[src/rtl/cpu_pkg.sv]
// Shared CPU definitions: fetch state encoding, data width and fetch defaults.
// Latency: n/a (types and constants only).
// Backpressure: n/a.
package cpu_pkg;

    localparam int DATA_W          = 32;
    localparam int PC_STEP_DEF     = 4;
    localparam int TIMEOUT_DEF     = 16;

    typedef enum logic [1:0] {
        ST_IDLE  = 2'd0,
        ST_REQ   = 2'd1,
        ST_DONE  = 2'd2,
        ST_FAULT = 2'd3
    } fetch_state_t;

endpackage

[src/rtl/fetch_unit.sv]
// Instruction fetch: reads one word at pc_in, returns it in ir_out and offers pc_next/pc_load.
// Latency: mem_read one cycle after start; ir_valid/pc_load one cycle after mem_ready.
// Backpressure: stall holds the completed fetch in DONE; a silent memory aborts after TIMEOUT_CYCLES.
// Optional build macro FETCH_ALIGN_CHECK_EN: misaligned pc_in faults without issuing a read.
module fetch_unit
    import cpu_pkg::*;
#(
    parameter int unsigned PC_STEP        = PC_STEP_DEF,
    parameter int unsigned TIMEOUT_CYCLES = TIMEOUT_DEF
) (
    input  logic              clock,
    input  logic              clear_n,
    input  logic              start,
    input  logic [DATA_W-1:0] pc_in,
    input  logic              stall,
    input  logic              mem_ready,
    input  logic [DATA_W-1:0] mem_rdata,
    output logic              mem_read,
    output logic [DATA_W-1:0] mem_addr,
    output logic [DATA_W-1:0] ir_out,
    output logic              ir_valid,
    output logic [DATA_W-1:0] pc_next,
    output logic              pc_load,
    output logic              busy,
    output logic              fault
);

    // Counter must be able to reach TIMEOUT_CYCLES-1; one extra value of headroom is harmless.
    localparam int CNT_W = (TIMEOUT_CYCLES < 2) ? 1 : $clog2(TIMEOUT_CYCLES + 1);
    localparam logic [CNT_W-1:0] CNT_LAST = CNT_W'(TIMEOUT_CYCLES - 1);

    fetch_state_t      state_q, state_d;
    logic [DATA_W-1:0] addr_q;
    logic [DATA_W-1:0] ir_q;
    logic [DATA_W-1:0] pc_next_q;
    logic [CNT_W-1:0]  cnt_q;

    logic load_addr;
    logic cnt_inc;
    logic load_ir;

    // State register; reset drops straight to IDLE so mem_read falls without a clock edge.
    always_ff @(posedge clock or negedge clear_n) begin
        if (!clear_n) begin
            state_q <= ST_IDLE;
        end else begin
            state_q <= state_d;
        end
    end

    // Next-state decode plus all handshake outputs; outputs are pure functions of state and inputs.
    always_comb begin
        state_d   = state_q;
        load_addr = 1'b0;
        cnt_inc   = 1'b0;
        load_ir   = 1'b0;
        mem_read  = 1'b0;
        mem_addr  = '0;
        ir_valid  = 1'b0;
        pc_load   = 1'b0;
        busy      = 1'b1;
        fault     = 1'b0;

        case (state_q)
            ST_IDLE: begin
                busy = 1'b0;
                if (start) begin
                    load_addr = 1'b1;
`ifdef FETCH_ALIGN_CHECK_EN
                    if (pc_in[1:0] != 2'b00) begin
                        state_d = ST_FAULT;
                    end else begin
                        state_d = ST_REQ;
                    end
`else
                    state_d = ST_REQ;
`endif
                end
            end

            ST_REQ: begin
                mem_read = 1'b1;
                mem_addr = addr_q;
                // Data arriving on the terminal-count cycle still completes the fetch.
                if (mem_ready) begin
                    load_ir = 1'b1;
                    state_d = ST_DONE;
                end else if (cnt_q == CNT_LAST) begin
                    state_d = ST_FAULT;
                end else begin
                    cnt_inc = 1'b1;
                end
            end

            ST_DONE: begin
                if (!stall) begin
                    ir_valid = 1'b1;
                    pc_load  = 1'b1;
                    state_d  = ST_IDLE;
                end
            end

            ST_FAULT: begin
                fault   = 1'b1;
                state_d = ST_IDLE;
            end

            default: begin
                state_d = ST_IDLE;
            end
        endcase
    end

    // Datapath: captured address, not-ready counter, instruction and next PC.
    always_ff @(posedge clock or negedge clear_n) begin
        if (!clear_n) begin
            addr_q    <= '0;
            cnt_q     <= '0;
            ir_q      <= '0;
            pc_next_q <= '0;
        end else begin
            if (load_addr) begin
                addr_q <= pc_in;
                cnt_q  <= '0;
            end else if (cnt_inc) begin
                cnt_q <= cnt_q + 1'b1;
            end
            // pc_next is computed at capture time so it is already stable throughout DONE.
            if (load_ir) begin
                ir_q      <= mem_rdata;
                pc_next_q <= addr_q + DATA_W'(PC_STEP);
            end
        end
    end

    assign ir_out  = ir_q;
    assign pc_next = pc_next_q;

endmodule

[config.mk]
export PLATFORM = sky130hd
export DESIGN_NAME = fetch_unit
export DESIGN_NICKNAME = d
export VERILOG_FILES = /design/src/rtl/cpu_pkg.sv /design/src/rtl/fetch_unit.sv
export SDC_FILE = /design/constraint.sdc
export NUM_CORES = 1
export LEC_CHECK = 0
export CORE_ASPECT_RATIO = 0.6
export CORE_MARGIN = 2
export CORE_UTILIZATION = 35
export CTS_CLUSTER_SIZE = 30
export DETAILED_ROUTE_END_ITERATION = 12
export HOLD_SLACK_MARGIN = 0.15
export PLACE_DENSITY_LB_ADDON = 0.3
export SKIP_LAST_GASP = 1
export SLEW_MARGIN = 5
export SYNTH_ARGS = -nofsm -noshare
export SYNTH_HDL_FRONTEND = slang
export SYNTH_SLANG_ARGS = --single-unit
[constraint.sdc]
create_clock -name clock -period 1.6 [get_ports clock]
set_input_delay 0.32 -clock clock [delete_from_list [all_inputs] [get_ports clock]]
set_output_delay 0.32 -clock clock [all_outputs]
set_load 0.03 [all_outputs]
## Word-level counts from Yosys, hierarchy flattened

Index checks and enable logic that the tools add are counted.

- Shifts and indexed selects: 0
- Add/subtract/negate cells: 2
- Order comparisons: 0
- Reduce and logical (&&, ||, !) cells: 3
- Bitwise operators: 0
- Multiplexer cells: 20
- Eq/ne operators: 7
- Divide/modulo/power cells: 0
- Multipliers: 0

Operators by type and width:

| kind | number |
|---|---|
| 32-bit by 3-bit adder with 32-bit output, second input constant | 1 |
| 32-bit 2-to-1 mux | 1 |
| 1-bit 2-to-1 mux | 12 |
| 5-bit 2-to-1 mux | 2 |
| 2-bit 2-to-1 mux | 4 |
| 2-bit one-hot mux with 4 select lines | 1 |
| 5-bit by 1-bit adder with 5-bit output, second input constant | 1 |
| 5-bit by 4-bit equality test with 1-bit output, second input constant | 1 |
| 2-bit equality test, second input constant | 2 |
| 2-bit != test, second input constant | 2 |
| 3-bit != test, second input constant | 1 |
| 3-bit AND reduction | 1 |
| 2-bit by 1-bit equality test with 1-bit output, second input constant | 1 |
| 2-bit zero test | 1 |
| 2-bit nonzero test | 1 |

- ROM bits: 0
- Bits in writable memories: 0
- Input port bits: 69
- Register bits: 103
- Bits in latches: 0
- Memories kept: 0
- Logic and storage cells: 37

## Logic depth before layout (Yosys ltp)

- Word-level depth: 6
- Mapped depth: 7
- Gate-level depth less buffers: 7

## Least setup slack after synthesis

Ideal clock, no wire load.

- Path type: register -> output
- Start point: register state_q[0]
- End point: output port pc_load
- Slack: -237 ps
- Data arrival time: 1517 ps
- Cell stages (with the launch flop): 3
- Path buffers: 1
- Path through: dfrtp_1 nor3b_1 buf_4

- Cells in the longest elaborated chain, start to end: 2

Ends and longest elaborated chain:

| element | line | text |
|---|---|---|
| from (decl) | fetch_unit.sv:32 | `fetch_state_t state_q, state_d;` |
| from (signal assigned) | fetch_unit.sv:47 | `state_q <= state_d;` |
| 2-bit equality test | - |  |
| 1-bit 2-to-1 mux | - |  |
| to (decl) | fetch_unit.sv:23 | `output logic pc_load,` |

Every way passes these cells.

## Final worst setup path

- Start point: register state_q[1]
- End point: output port mem_addr[25]

- Cells in the longest elaborated chain, start to end: 2

Ends and longest elaborated chain:

| element | line | text |
|---|---|---|
| 2-bit by 1-bit equality test with 1-bit output | fetch_unit.sv:64 | `case (state_q)` |
| 32-bit 2-to-1 mux | fetch_unit.sv:64 |  |
| to (decl) | fetch_unit.sv:19 | `output logic [DATA_W-1:0] mem_addr,` |

Every way passes these cells.

==> impl_metrics.env <==
export IMPL_outcome="finished with violations"
export IMPL_violations="negative setup slack"
export IMPL_mostFrequentLayoutCell="dfrtp_1"
export IMPL_setup_viol=138
export IMPL_cts_root_buf="clkbuf_16"
export IMPL_wl_mm=14.7
export IMPL_period_needed_ns=1.83
export IMPL_port_buffers=169
export IMPL_synth_seq_area_share_pct=54.7
export IMPL_grt_max_degree=48
export IMPL_maxCapViolCount=0
export IMPL_via_per_inst=4.83
export IMPL_rows=32
export IMPL_syn2layout_area_growth_pct=78.6
export IMPL_min_path_type="in2async"
export IMPL_grt_pass1_wl_mm=20.8
export IMPL_worst_slack_ns=-0.232
export IMPL_die_h_um=93.9
export IMPL_final_area_um2=8420
export IMPL_track_usage_pct=18.6
export IMPL_ant_nets=0
export IMPL_ys_ff_latch=103
export IMPL_vias=3900
export IMPL_fillers=990
export IMPL_ir_drop_mv=1.21
export IMPL_async_flop_share_pct=100
export IMPL_gp_congestion=0.816
export IMPL_power_mw=19.2
export IMPL_clock_latency_ns=0.34
export IMPL_die_area_um2=14400
export IMPL_cp_end_kind="output pin"
export IMPL_path_class="reg2out"
export IMPL_max_slew_worst_pin_slew_ns=0.395
export IMPL_fin_crit_sh_pct=115
export IMPL_diodes=0
export IMPL_antenna_found_initial=1
export IMPL_initial_core_util_pct=36.2
export IMPL_grt_overflow_total=0
export IMPL_drcViolationCount=0
export IMPL_cp_top_family="simple AND/OR/NAND/NOR gates"
export IMPL_grt_pass1_vias=3979
export IMPL_place_hpwl_mm=9.28
export IMPL_core_area_um2=13000
export IMPL_htree_levels=3
export IMPL_synth_compound_area_share_pct=3.77
export IMPL_synth_edf_count=0
export IMPL_crit_fanout=7
export IMPL_nets=704
export IMPL_synthMuxAreaShare_pct=16.2
export IMPL_numCtsBuffers=9
export IMPL_path_common_cell="buf_12"
export IMPL_slowest_stage="dfrtp_1"
export IMPL_mostFrequentLayoutCells="dfrtp_1, clkdlybuf4s50_1, mux2_4, dlygate4sd2_1, buf_6"
export IMPL_drive_above_1_share_pct=45.7
export IMPL_ys_types=37
export IMPL_syn_nets=458
export IMPL_synth_top_family_by_area="simple AND/OR/NAND/NOR gates"
export IMPL_cts_buffer_depth=2
export IMPL_drt_iter0_drc=150
export IMPL_required_ns=1.28
export IMPL_synth_area_per_cell_um2=12.2
export IMPL_synth_xor_area_share_pct=5.76
export IMPL_synth_ff_type="dfrtp_1"
export IMPL_rsz0062_at_grt="true"
export IMPL_fin_skew_ns=0.00719
export IMPL_synth_simple_area_share_pct=16.3
export IMPL_syn_inst=386
export IMPL_cp_arrival_ns=1.51
export IMPL_synth_fa_ha_area_share_pct=0.796
export IMPL_slew_violations=0
export IMPL_cts_sinks=103
export IMPL_hold_violations=0
export IMPL_cp_cell_sequence="and2b_4 -> buf_12 -> buf_12 -> and2_4 -> buf_6"
export IMPL_critPathMaxStageDelay_ns=0.38
export IMPL_firstDrtPassIters=4
export IMPL_powerDensity_nw_per_um2=2270
export IMPL_whs_ns=0.456
export IMPL_yosys_warnings=0
export IMPL_path_buf_inv=3
export IMPL_cp_start_kind="register"
export IMPL_cts_tree="yes"
export IMPL_ioPinCount=170
export IMPL_slew_headroom_pct=73.6
export IMPL_dpl_cell_area_um2=6920
export IMPL_die_w_um=154
export IMPL_wl_per_cell_um=18.2
export IMPL_clkTransAtPathRegs_ns=0.07
export IMPL_leakage_nw=3.97
export IMPL_synth_area_um2=4710
export IMPL_fmax_ghz=0.546
## area by class of cell
type                    count  area, µm²  area share, %
multi-input cells         261       2540           30.2
well taps                 170        213           2.53
clock inverters             5       63.8          0.758
repair buffers            255       2760           32.8
clock buffers              11        253           3.00
flip-flops and latches    103       2580           30.6
inverters                   2       7.51         0.0892
## registers in the layout, indices dropped and copies added (netlist names)
name     cells
cnt_q        5
ir_out      32
pc_next     32
state_q      2
addr_q      32
## per-stage QoR
stage,setup TNS (ns),instances,worst slack (ns),util (%)
final,-17.83,807,-0.232,64.7
after global placement,-2.81,752,-0.0919,53.2
after floorplan,-0.758,386,-0.0430,-
after detailed placement,-3.54,752,-0.117,53.2
after CTS,-11.17,780,-0.251,57.8
after global routing,-24.33,807,-0.280,64.7
## power breakdown
group | leakage (nW) | internal, mW | switching (mW)
registers | 1.24 | 3.90 | 1.02
clock network | 0.152 | 1.31 | 0.998
logic | 2.58 | 6.10 | 5.83
total | 3.97 | 11.3 | 7.85
## cell usage after synthesis, types with 2 or more instances
cell,n,area [µm²]
dfrtp_1,103,2580
mux2_2,43,484
nand2_1,37,139
and2_1,35,219
mux2_1,24,270
xor2_1,23,201
o21ai_1,18,90.1
nand4_1,12,75.1
o21ai_0,11,55.1
nand3_1,10,50.1
nor2_1,9,33.8
buf_2,8,40.0
xnor2_1,8,70.1
clkbuf_1,6,22.5
and3_1,4,25.0
and4_1,4,35.0
buf_4,4,30.0
ha_1,3,37.5
a211oi_1,2,15.0
inv_1,2,7.51
nand4_4,2,42.5
nor3_2,2,20.0
o21ai_2,2,17.5
## worst paths after layout
kind | start | to | slack (ns) | cells past startpoint
worst max-delay path | state_q[1] | mem_addr[25] | -0.23 | 5
worst min-delay path | clear_n | ir_out[14] | 0.46 | 2
worst max register to register | state_q[1] | addr_q[26] | -0.16 | 7
worst min register to register | pc_next[16] | pc_next[16] | 0.48 | 2
max in group asynchronous | clear_n | pc_next[18] | 0.55 | 3
min in group clock | pc_next[16] | pc_next[16] | 0.48 | 2
## logic make-up (layout without fill, tap and decap cells)
family,after synthesis,count (layout)
and+or+nand+nor,126,126
DFF,103,103
muxes,68,68
AOI/OAI and AO/OA,33,33
xor gates and xnor gates,31,31
buffers and inverters,22,273
adders and majority gates,3,3
## layer usage
| layer | up-vias | track usage [%] | part of all wire [%] |
|---|---|---|---|
| met5 | - | 0 | 0.075 |
| met4 | 2 | 4.67 | 1.8 |
| met3 | 23 | 5.40 | 6.1 |
| met2 | 145 | 29.5 | 46 |
| met1 | 1902 | 25.1 | 46 |
| li1 | 1828 | - | - |
## repair_timing
action | in CTS | in global routing
endpoints found under the setup margin | 113 | 135
hold buffers | 1 | 0
endpoints found under the hold margin | 26 | 0
buffers inserted | 10 | 16
cloned | 1 | 11
pin swaps | 20 | 26
resized for setup | 144 | 145
Power figures use the tool's default switching activity.
